`src/rtl/pipe_mult_pkg.sv`:
```
// Shared sizing helpers for the pipelined signed Booth multiplier.
package pipe_mult_pkg;

  localparam int MULT_MAX_PIPE = 4;

  // Full signed product width.
  function automatic int mult_prod_w(input int w1, input int w2);
    return w1 + w2;
  endfunction

  // LSB of the kept slice when the result is narrower than the product.
  function automatic int mult_slice_lo(input int w1, input int w2, input int dw);
    return w1 + w2 - dw;
  endfunction

  // Radix-4 Booth partial-product count: ceil((w2+1)/2).
  function automatic int mult_npp(input int w2);
    return (w2 + 2) / 2;
  endfunction

endpackage

```
`src/rtl/pipe_mult_booth_pp_gen.sv`:
```
// Radix-4 Booth recoding of datab; emits sign-extended, pre-shifted partial
// products of dataa, each a full product width wide.
module booth_pp_gen
  import pipe_mult_pkg::*;
#(
  parameter int di1 = 16,
  parameter int di2 = 16,
  localparam int NPP = mult_npp(di2),
  localparam int PW  = mult_prod_w(di1, di2)
) (
  input  logic [di1-1:0]          dataa_i,
  input  logic [di2-1:0]          datab_i,
  output logic [NPP-1:0][PW-1:0]  pp_o
);

  logic [2*NPP:0] bx;
  logic [PW-1:0]  a1, a2, mag;

  // Sign-extend datab to an even width and append the implicit b[-1] = 0.
  assign bx = {(2*NPP)'($signed(datab_i)), 1'b0};
  assign a1 = PW'($signed(dataa_i));
  assign a2 = a1 << 1;

  always_comb begin
    pp_o = '0;
    mag  = '0;
    for (int i = 0; i < NPP; i++) begin
      case (bx[2*i +: 3])
        3'b001, 3'b010, 3'b101, 3'b110: mag = a1;
        3'b011, 3'b100:                 mag = a2;
        default:                        mag = '0;
      endcase
      // Top bit of the triplet marks a negative digit (111 is zero anyway).
      if (bx[2*i+2]) mag = -mag;
      pp_o[i] = mag << (2*i);
    end
  end

endmodule

```
`src/rtl/pipe_mult.sv`:
```
// Fully pipelined signed multiplier: Booth partial products, optional
// adder-tree levels, then a registered result with width fix-up.
module pipe_mult
  import pipe_mult_pkg::*;
#(
  parameter int di1      = 16,
  parameter int di2      = 16,
  parameter int dow      = 32,
  parameter int pipeline = 2
) (
  input  logic           clk1,
  input  logic           rst,
  input  logic [di1-1:0] dataa,
  input  logic [di2-1:0] datab,
  output logic [dow-1:0] result
);

  localparam int PW   = mult_prod_w(di1, di2);
  localparam int NPP  = mult_npp(di2);
  localparam int PIPE = (pipeline > MULT_MAX_PIPE) ? MULT_MAX_PIPE : pipeline;
  localparam int NMID = (PIPE >= 3) ? PIPE - 2 : 0;

  logic [NPP-1:0][PW-1:0] pp, tree_out;
  logic [PW-1:0]          prod;
  logic [dow-1:0]         result_d;

  booth_pp_gen #(.di1(di1), .di2(di2)) u_booth (
    .dataa_i (dataa),
    .datab_i (datab),
    .pp_o    (pp)
  );

  if (PIPE >= 2) begin : g_staged
    // Level 0 holds the partial products; each further level sums pairs.
    logic [NMID:0][NPP-1:0][PW-1:0] lvl_d, lvl_q;

    always_comb begin
      lvl_d    = '0;
      lvl_d[0] = pp;
      for (int m = 1; m <= NMID; m++)
        for (int i = 0; i < NPP; i++)
          lvl_d[m][i/2] = lvl_d[m][i/2] + lvl_q[m-1][i];
    end

    always_ff @(posedge clk1) begin
      if (rst) lvl_q <= '0;
      else     lvl_q <= lvl_d;
    end

    assign tree_out = lvl_q[NMID];
  end else begin : g_flat
    assign tree_out = pp;
  end

  always_comb begin
    prod = '0;
    for (int i = 0; i < NPP; i++) prod = prod + tree_out[i];
  end

  if (dow >= PW) begin : g_sext
    assign result_d = dow'($signed(prod));
  end else begin : g_trunc
    localparam int SLO = mult_slice_lo(di1, di2, dow);
    assign result_d = dow'(prod >> SLO);
  end

  if (PIPE >= 1) begin : g_oreg
    logic [dow-1:0] result_q;
    always_ff @(posedge clk1) begin
      if (rst) result_q <= '0;
      else     result_q <= result_d;
    end
    assign result = result_q;
  end else begin : g_comb
    assign result = result_d;
  end

endmodule

```
`config.mk`:
```
export PLATFORM = sky130hd
export DESIGN_NAME = pipe_mult
export DESIGN_NICKNAME = d
export VERILOG_FILES = /design/src/rtl/pipe_mult_pkg.sv /design/src/rtl/pipe_mult_booth_pp_gen.sv /design/src/rtl/pipe_mult.sv
export SDC_FILE = /design/constraint.sdc
export NUM_CORES = 1
export LEC_CHECK = 0
export ABC_CLOCK_PERIOD_IN_PS = 4300
export CAP_MARGIN = 20
export CORE_ASPECT_RATIO = 1.5
export CORE_UTILIZATION = 30
export CTS_CLUSTER_DIAMETER = 150
export CTS_CLUSTER_SIZE = 30
export DETAILED_ROUTE_END_ITERATION = 6
export SKIP_LAST_GASP = 1
export SYNTH_ARGS = -nofsm -noshare
export SYNTH_HDL_FRONTEND = slang
export SYNTH_SLANG_ARGS = --single-unit
```
`constraint.sdc`:
```
create_clock -name clk1 -period 4.3 [get_ports clk1]
set_input_delay 0.86 -clock clk1 [delete_from_list [all_inputs] [get_ports clk1]]
set_output_delay 0.86 -clock clk1 [all_outputs]
set_load 0.05 [all_outputs]
```
==> results.md, run 1 <==
- Status: complete, but fails checks
- Failing checks: setup timing
- CTS clock-pin slew for the worst setup and hold paths: 130 ps
- Final WS setup: -117 ps
- Startpoint Class: flip-flop
- Post-synthesis area per instance: 7.92 um^2
- Ratio of cells with drive above 1 in the final layout: between 10% and 20%
- Hold-fix buffers, CTS: 0
- Critical path type: flip-flop to flip-flop
- Layout Skew: 17.0 ps
- Area Overhead vs Synth: 17.6%
- Most used cell along the critical path: fa_1
- CP Data Arrival Time: 4810 ps
- # port buffers: 65
- Adder-cell area share of the yosys netlist: 17.9%
- Rel. slew slack: 38.2%
- Pre-Repair DR Iteration Count: 5
- Critical path's slowest cell: fa_1
- RSZ-0062 raised after global routing: true
- Initial antenna violation count: 1
- Crit-path max FO: 3
- Hold Path Class: flip-flop to flip-flop
- CTS sink count: ~230
- Initial Util: 30.4%
- Synth Register Bits: 232
- Die Ht: approximately 300 um
- Leak Pwr: 9.40 nW
- Syn nets: 2581
- Most frequent cells in the layout: 298 x inv_1, 217 x dfxtp_1, 216 x nor2_1
- Final antenna-violating net count: 0
- Post-DP HPWL: roughly 58 mm
- Met2 Track Usage GR: 39.7%
- Post-synth EDFFs: 0
- Most crowded layer after global routing: met2
- Clk_lat worst skew: 500 ps
- Critical Path, Cell by Cell: inv_2 > fa_1 > inv_2 > fa_1 > fa_1 > inv_1 > fa_1 > inv_2 > ha_4 > nand2_4 > o21ai_4 > o41ai_4 > o2bb2ai_4 > a221o_1 > a31oi_1 > mux2_2
- Final Max Slew Viols: 0
- GRT Overall Usage: a little under a quarter
- Setup violators final: 6
- Max stage delay on crit path: around 540 ps
- Vias in the first global route: roughly 18000
- TritonCTS buffer count: 11
- H-tree depth: 1
- Register area share after synthesis: about 25%
- CTS max path bufs: 3
- Actual slew at the worst max-slew pin: 922 ps
- Max VDD drop: 468 uV
- Pwr Density: about 570 nW/um^2
- Peak Freq: 226 MHz
- Post-Synth XOR/XNOR Area: under 10%
- DR iter-0 viols: roughly 1500
- Largest net degree at the start of global routing: 116
- DR DRC count: 0
- Hold Vio Cnt, Final: 0
- Final WL: 73.1 mm
- Vias: 17800
- Period utilization: 103%
- Largest family of logic cells by synthesized area: compound AO/OA/AOI/OAI gates
- Ys async rst share: 0%
- First-pass GRT wire length: 110 mm
- Met3 Usage GRT: 2.40%
- Global route overflow: 0
- Synth Area in Compound Gates: roughly a quarter
- Number of distinct library cells after synthesis: between 90 and 100
- Hold_ws: 443 ps
- Yosys warns: 0
- Die W: 206 um
- TNS Setup: -394 ps
- Max cap viols: 0
- Die area: 63300 um^2
- Post-synth top flop: dfxtp_1
- CTS tree: yes
- Vias/cell: 5.49
- Endpoint type of the worst setup path: flip-flop
- Post-Synthesis Cell Area: 18700 um^2
- WP data required: 4690 ps
- Total core area: 61400 um^2
- Post-layout net count: roughly 2700
- GPL Wtd Cong: around 1
- Multiplexer share of the synthesized area: 1.50%
- Root Buffer: clkbuf_16
- Row cnt: approximately 110
- # IOs: 66
- Met1 Use GR: approximately a quarter
- Commonest non-fill, non-tap cell in the layout: inv_1
- Drt wl/cell: 22.5 um
- Cells after synthesis: 2359
- # diodes: 0
- Post-Synth Simple-Gate Area: 15.2%
- Post-layout min period: 4420 ps
==> power breakdown <==
part           internal, mW  switching [mW]  total (mW)  leakage [nW]
Sequential             2.46          0.0993        2.56          1.93
Clock                 0.473           0.736        1.21         0.140
Combinational          4.03            4.83        8.86          7.32
Total                  6.96            5.67        12.6          9.40
==> worst paths after layout <==
kind | startpoint | endpoint | slack, ps | depth (start not counted)
setup / recovery | g_staged.lvl_q[175] | result[28] | -120 | 16
setup reg to reg | g_staged.lvl_q[175] | result[28] | -120 | 16
hold / removal | g_staged.lvl_q[0] | result[0] | 440 | 1
hold reg to reg | g_staged.lvl_q[0] | result[0] | 440 | 1
==> timing repair <==
| item | CTS | global route |
|---|---|---|
| setup endpoints to repair | 12 | 13 |
| buffers inserted | 2 | 4 |
| gates resized for setup | 43 | 58 |
| pin swaps | 34 | 39 |
| hold endpoints to repair | 0 | 0 |
==> metrics by stage <==
stage	utilization (%)	power (mW)	instance area [um^2]	std cells	setup WS, ps
after floorplan	-	7.62	18700	2359	1.06
after global placement	34.6	10.1	21200	3235	-275
final	35.8	12.6	22000	3252	-117
after detailed placement	34.6	10.3	21200	3235	-335
after global routing	35.8	13.7	22000	3252	-281
after CTS	35.4	12.0	21700	3249	-285
==> cells in the mapped netlist, types with 5 or more instances <==
cell         n  share of area [%]
mux2i_1     19                1.0
nand4_1      8               0.27
dfxtp_1    232                 25
xor2_1      35                1.6
o21a_1       7               0.28
clkbuf_1   115                2.3
o22ai_1     18               0.60
and3_1      24               0.80
o211a_1      5               0.27
nor4b_1      5               0.23
a31oi_1     27               0.90
or2_2        7               0.23
nand2b_1    11               0.37
clkinv_1     8               0.16
nor2b_1     31                1.0
nand2_1    176                3.5
a21boi_0    11               0.44
inv_1      316                6.4
xnor2_1     80                3.8
o211ai_1    22               0.88
mux2_2       7               0.42
o2111ai_1    7               0.33
nor2_1     217                4.4
o31ai_1     17               0.68
fa_1       131                 14
buf_1       41               0.82
a22oi_1     40                1.6
a311oi_1     9               0.42
or3_1       16               0.54
ha_1        57                3.8
a221o_1     27                1.4
o21bai_1     6               0.24
o221ai_1    15               0.70
o41ai_1     15               0.70
and2_1       6               0.20
o21ai_0    143                3.8
a21oi_1    162                4.3
a21o_1      23               0.92
a221oi_1    54                2.5
buf_2       24               0.64
nand3_1     45                1.2
nor3_1      25               0.67
a211oi_1    14               0.56
nor4_1       7               0.23
==> final cells by class <==
type | instances | area, um^2
sequential | 232 | 4670
inverter | 327 | 1230
tap | 791 | 990
clock buffer | 11 | 275
clock inverter | 1 | 8.76
fill | 6429 | 39400
multi-input combinational | 1615 | 12500
timing repair buffer | 275 | 2330
==> layer usage <==
layer | wire length [um] | vias up
met4 | 5540 | 2
li1 | - | 8233
met1 | 28200 | 8720
met5 | 38 | -
met2 | 35500 | 694
met3 | 3780 | 200
==> flip-flops by register name (all words and copies together) (netlist names) <==
| signal | flops |
|---|---|
| result | 32 |
| g_staged.lvl_q | 200 |
==> cells by family after synthesis <==
family / Yosys count
multiplexers: 27
XOR/XNOR: 117
buffers and inverters: 512
flip-flops: 232
AO/OA/AOI/OAI: 673
AND/OR/NAND/NOR: 610
adder cells (fa/ha/maj): 188
==> critical path: cells and delay by family (launching register included) <==
family,cells,cell delay [ps]
buffers and inverters,4,190
AOI/OAI and AO/OA,5,1060
adders and majority gates,5,2300
and+or+nand+nor,1,70
DFF,1,350
muxes,1,350
Note: power is estimated with default switching activity, not from simulation.
==> run 2, diff against run 1 <==
CTS_BUF_LIST = sky130_fd_sc_hd__clkbuf_16   (was unset)
==> results of run 2 <==
No change in the layout: final DEF, timing and power equal those of run 1.
==> run 3, diff against run 2 <==
RECOVER_POWER = 50   (was unset)
==> results.md, run 3 (synthesized netlist as in run 1, its figures left out) <==
- Pre-Repair DR Iteration Count: 6
- Die Ht: slightly above 300 um
- Vias/cell: 5.46
- Met2 Track Usage GR: 39.7%
- DR iter-0 viols: 1573
- TritonCTS buffer count: 11
- Die W: 206 um
- Met1 Use GR: 26.7%
- Hold Path Class: flip-flop to flip-flop
- Power, Total: ~13 mW
- Endpoint type of the worst setup path: flip-flop
- Most crowded layer after global routing: met2
- Critical path type: flip-flop to flip-flop
- WP data required: 4690 ps
- Final WL: 73.0 mm
- Peak Freq: 227 MHz
- Total core area: 61400 um^2
- Setup violators final: 7
- GRT Overall Usage: 23.1%
- Max reg flops: 200
- Post-DP HPWL: 57.9 mm
- Ratio of cells with drive above 1 in the final layout: 13.6%
- Sw Pwr: 5.66 mW
- Clock share of power: 9.6%
- Fillers: ~6500
- Global route overflow: 0
- # port buffers: 65
- Post-layout min period: 4410 ps
- First-pass GRT wire length: 110 mm
- Sw Share: 45.0%
- Reg power frac: between 20% and 30%
- Non-Filler Instances: roughly 3300
- Commonest non-fill, non-tap cell in the layout: inv_1
- H-tree depth: 1
- Dpl cells: approximately 3200
- CP Data Arrival Time: 4810 ps
- Vias: 17800
- Max VDD drop: 468 uV
- Final Max Slew Viols: 52
- Crit-path max FO: 3
- Hold Vio Cnt, Final: 0
- Max cap viols: 1
- Logic gate share of total power: 70.1%
- Largest net degree at the start of global routing: 116
- Die area: approximately 63000 um^2
- Actual slew at the worst max-slew pin: 2310 ps
- Post-layout net count: 2684
- Final WS setup: -113 ps
- Register bank with the most flops: g_staged.lvl_q
- Clk_lat worst skew: 500 ps
- Most frequent cells in the layout: 298 x inv_1, 217 x dfxtp_1, 216 x nor2_1
- CTS sink count: 232
- Failing checks: capacitance limit, slew limit, setup timing
- Hold_ws: about 440 ps
- Initial antenna violation count: 2
- Status: complete, but fails checks
- Final antenna-violating net count: 0
- Met3 Usage GRT: 2.40%
- # IOs: 66
- Vias in the first global route: around 18000
- CTS tree: yes
- RSZ-0062 raised after global routing: true
- Drt wl/cell: 22.5 um
- CTS max path bufs: 3
- Period utilization: 103%
- Leak Pwr: 9.39 nW
- P_int: 6.92 mW
- Footprint of the multi-input gates: 12400 um^2
- DR DRC count: 0
- GPL Wtd Cong: 0.987
- Startpoint Class: flip-flop
- Rel. slew slack: -53.8%
- Root Buffer: clkbuf_16
- Seq. cell area: 4670 um^2
- Layout Skew: 15.6 ps
- Initial Util: 30.4%
- Area Overhead vs Synth: 17.1%
- Pwr Density: 575 nW/um^2
- CTS clock-pin slew for the worst setup and hold paths: 130 ps
- TNS Setup: -448 ps
- Row cnt: 111
## run 3: changes by cell type in the layout (fill, tap and decap cells not counted), sizes merged
cell and change:
buf -16, clkbuf +16, clkdlybuf4s50 -36, diode +1, dlygate4sd3 +36
## run 3: final cells by class
class / count / area share (%)
Antenna cell: 1 / 0.0114
Clock inverter: 1 / 0.0400
Sequential cell: 232 / 21.3
Timing Repair Buffer: 275 / 10.3
Clock buffer: 11 / 1.26
Multi-Input combinational cell: 1615 / 56.9
Inverter: 327 / 5.61
Tap cell: 791 / 4.52
## run 3: worst max-delay path: stages, from the launching register on
cell and delay, ps:
dfxtp_2 350, inv_2 40, fa_1 540, inv_2 40
fa_1 490, fa_1 520, inv_1 60, fa_1 510
inv_2 50, ha_4 240, nand2_4 70, o21ai_4 60
o41ai_4 300, o2bb2ai_4 110, a221o_1 370, a31oi_1 220
mux2_2 350
## run 3: power by group through the flow
| stage | logic [mW] | clock network [mW] | registers, mW |
|---|---|---|---|
| 2_1_floorplan | 4.68 | 0 | 2.94 |
| 3_3_place_gp | 7.51 | 0 | 2.61 |
| 3_5_place_dp | 7.65 | 0 | 2.61 |
| 4_1_cts | 8.22 | 1.25 | 2.56 |
| 5_1_grt | 9.72 | 1.30 | 2.58 |
| 6_report | 8.82 | 1.21 | 2.55 |
## run 3: through the flow
stage / cell area, um^2 / util (%) / worst slack (ps)
final: 21900 / 35.6 / -113
after global routing: 21900 / 35.6 / -281
after CTS: 21700 / 35.4 / -285
after detailed placement: 21200 / 34.6 / -335
after global placement: 21200 / 34.6 / -275
after floorplan: 18700 / - / 1.06
## run 3: layer usage
layer | up-vias | routed length [um] | share of wire [%]
li1 | 8232 | - | -
met1 | 8615 | 28100 | 39
met3 | 206 | 3810 | 5.2
met5 | - | 29 | 0.040
met2 | 708 | 35300 | 48
met4 | 2 | 5720 | 7.8
## run 3: what timing repair did
action | 4_1_cts | 5_1_grt
endpoints found under the hold margin | 0 | 0
endpoints found under the setup margin | 12 | 13
buffers inserted | 2 | 4
pin swaps | 34 | 39
hold buffers | 0 | 0
gates resized for setup | 43 | 58
## run 3: path summary, 6_finish.rpt
| check | startpoint | end | slack [ps] | cells after the start |
|---|---|---|---|---|
| max | g_staged.lvl_q[175] | result[28] | -110 | 16 |
| min | g_staged.lvl_q[0] | result[0] | 440 | 1 |
| max reg2reg | g_staged.lvl_q[175] | result[28] | -110 | 16 |
| min reg2reg | g_staged.lvl_q[0] | result[0] | 440 | 1 |
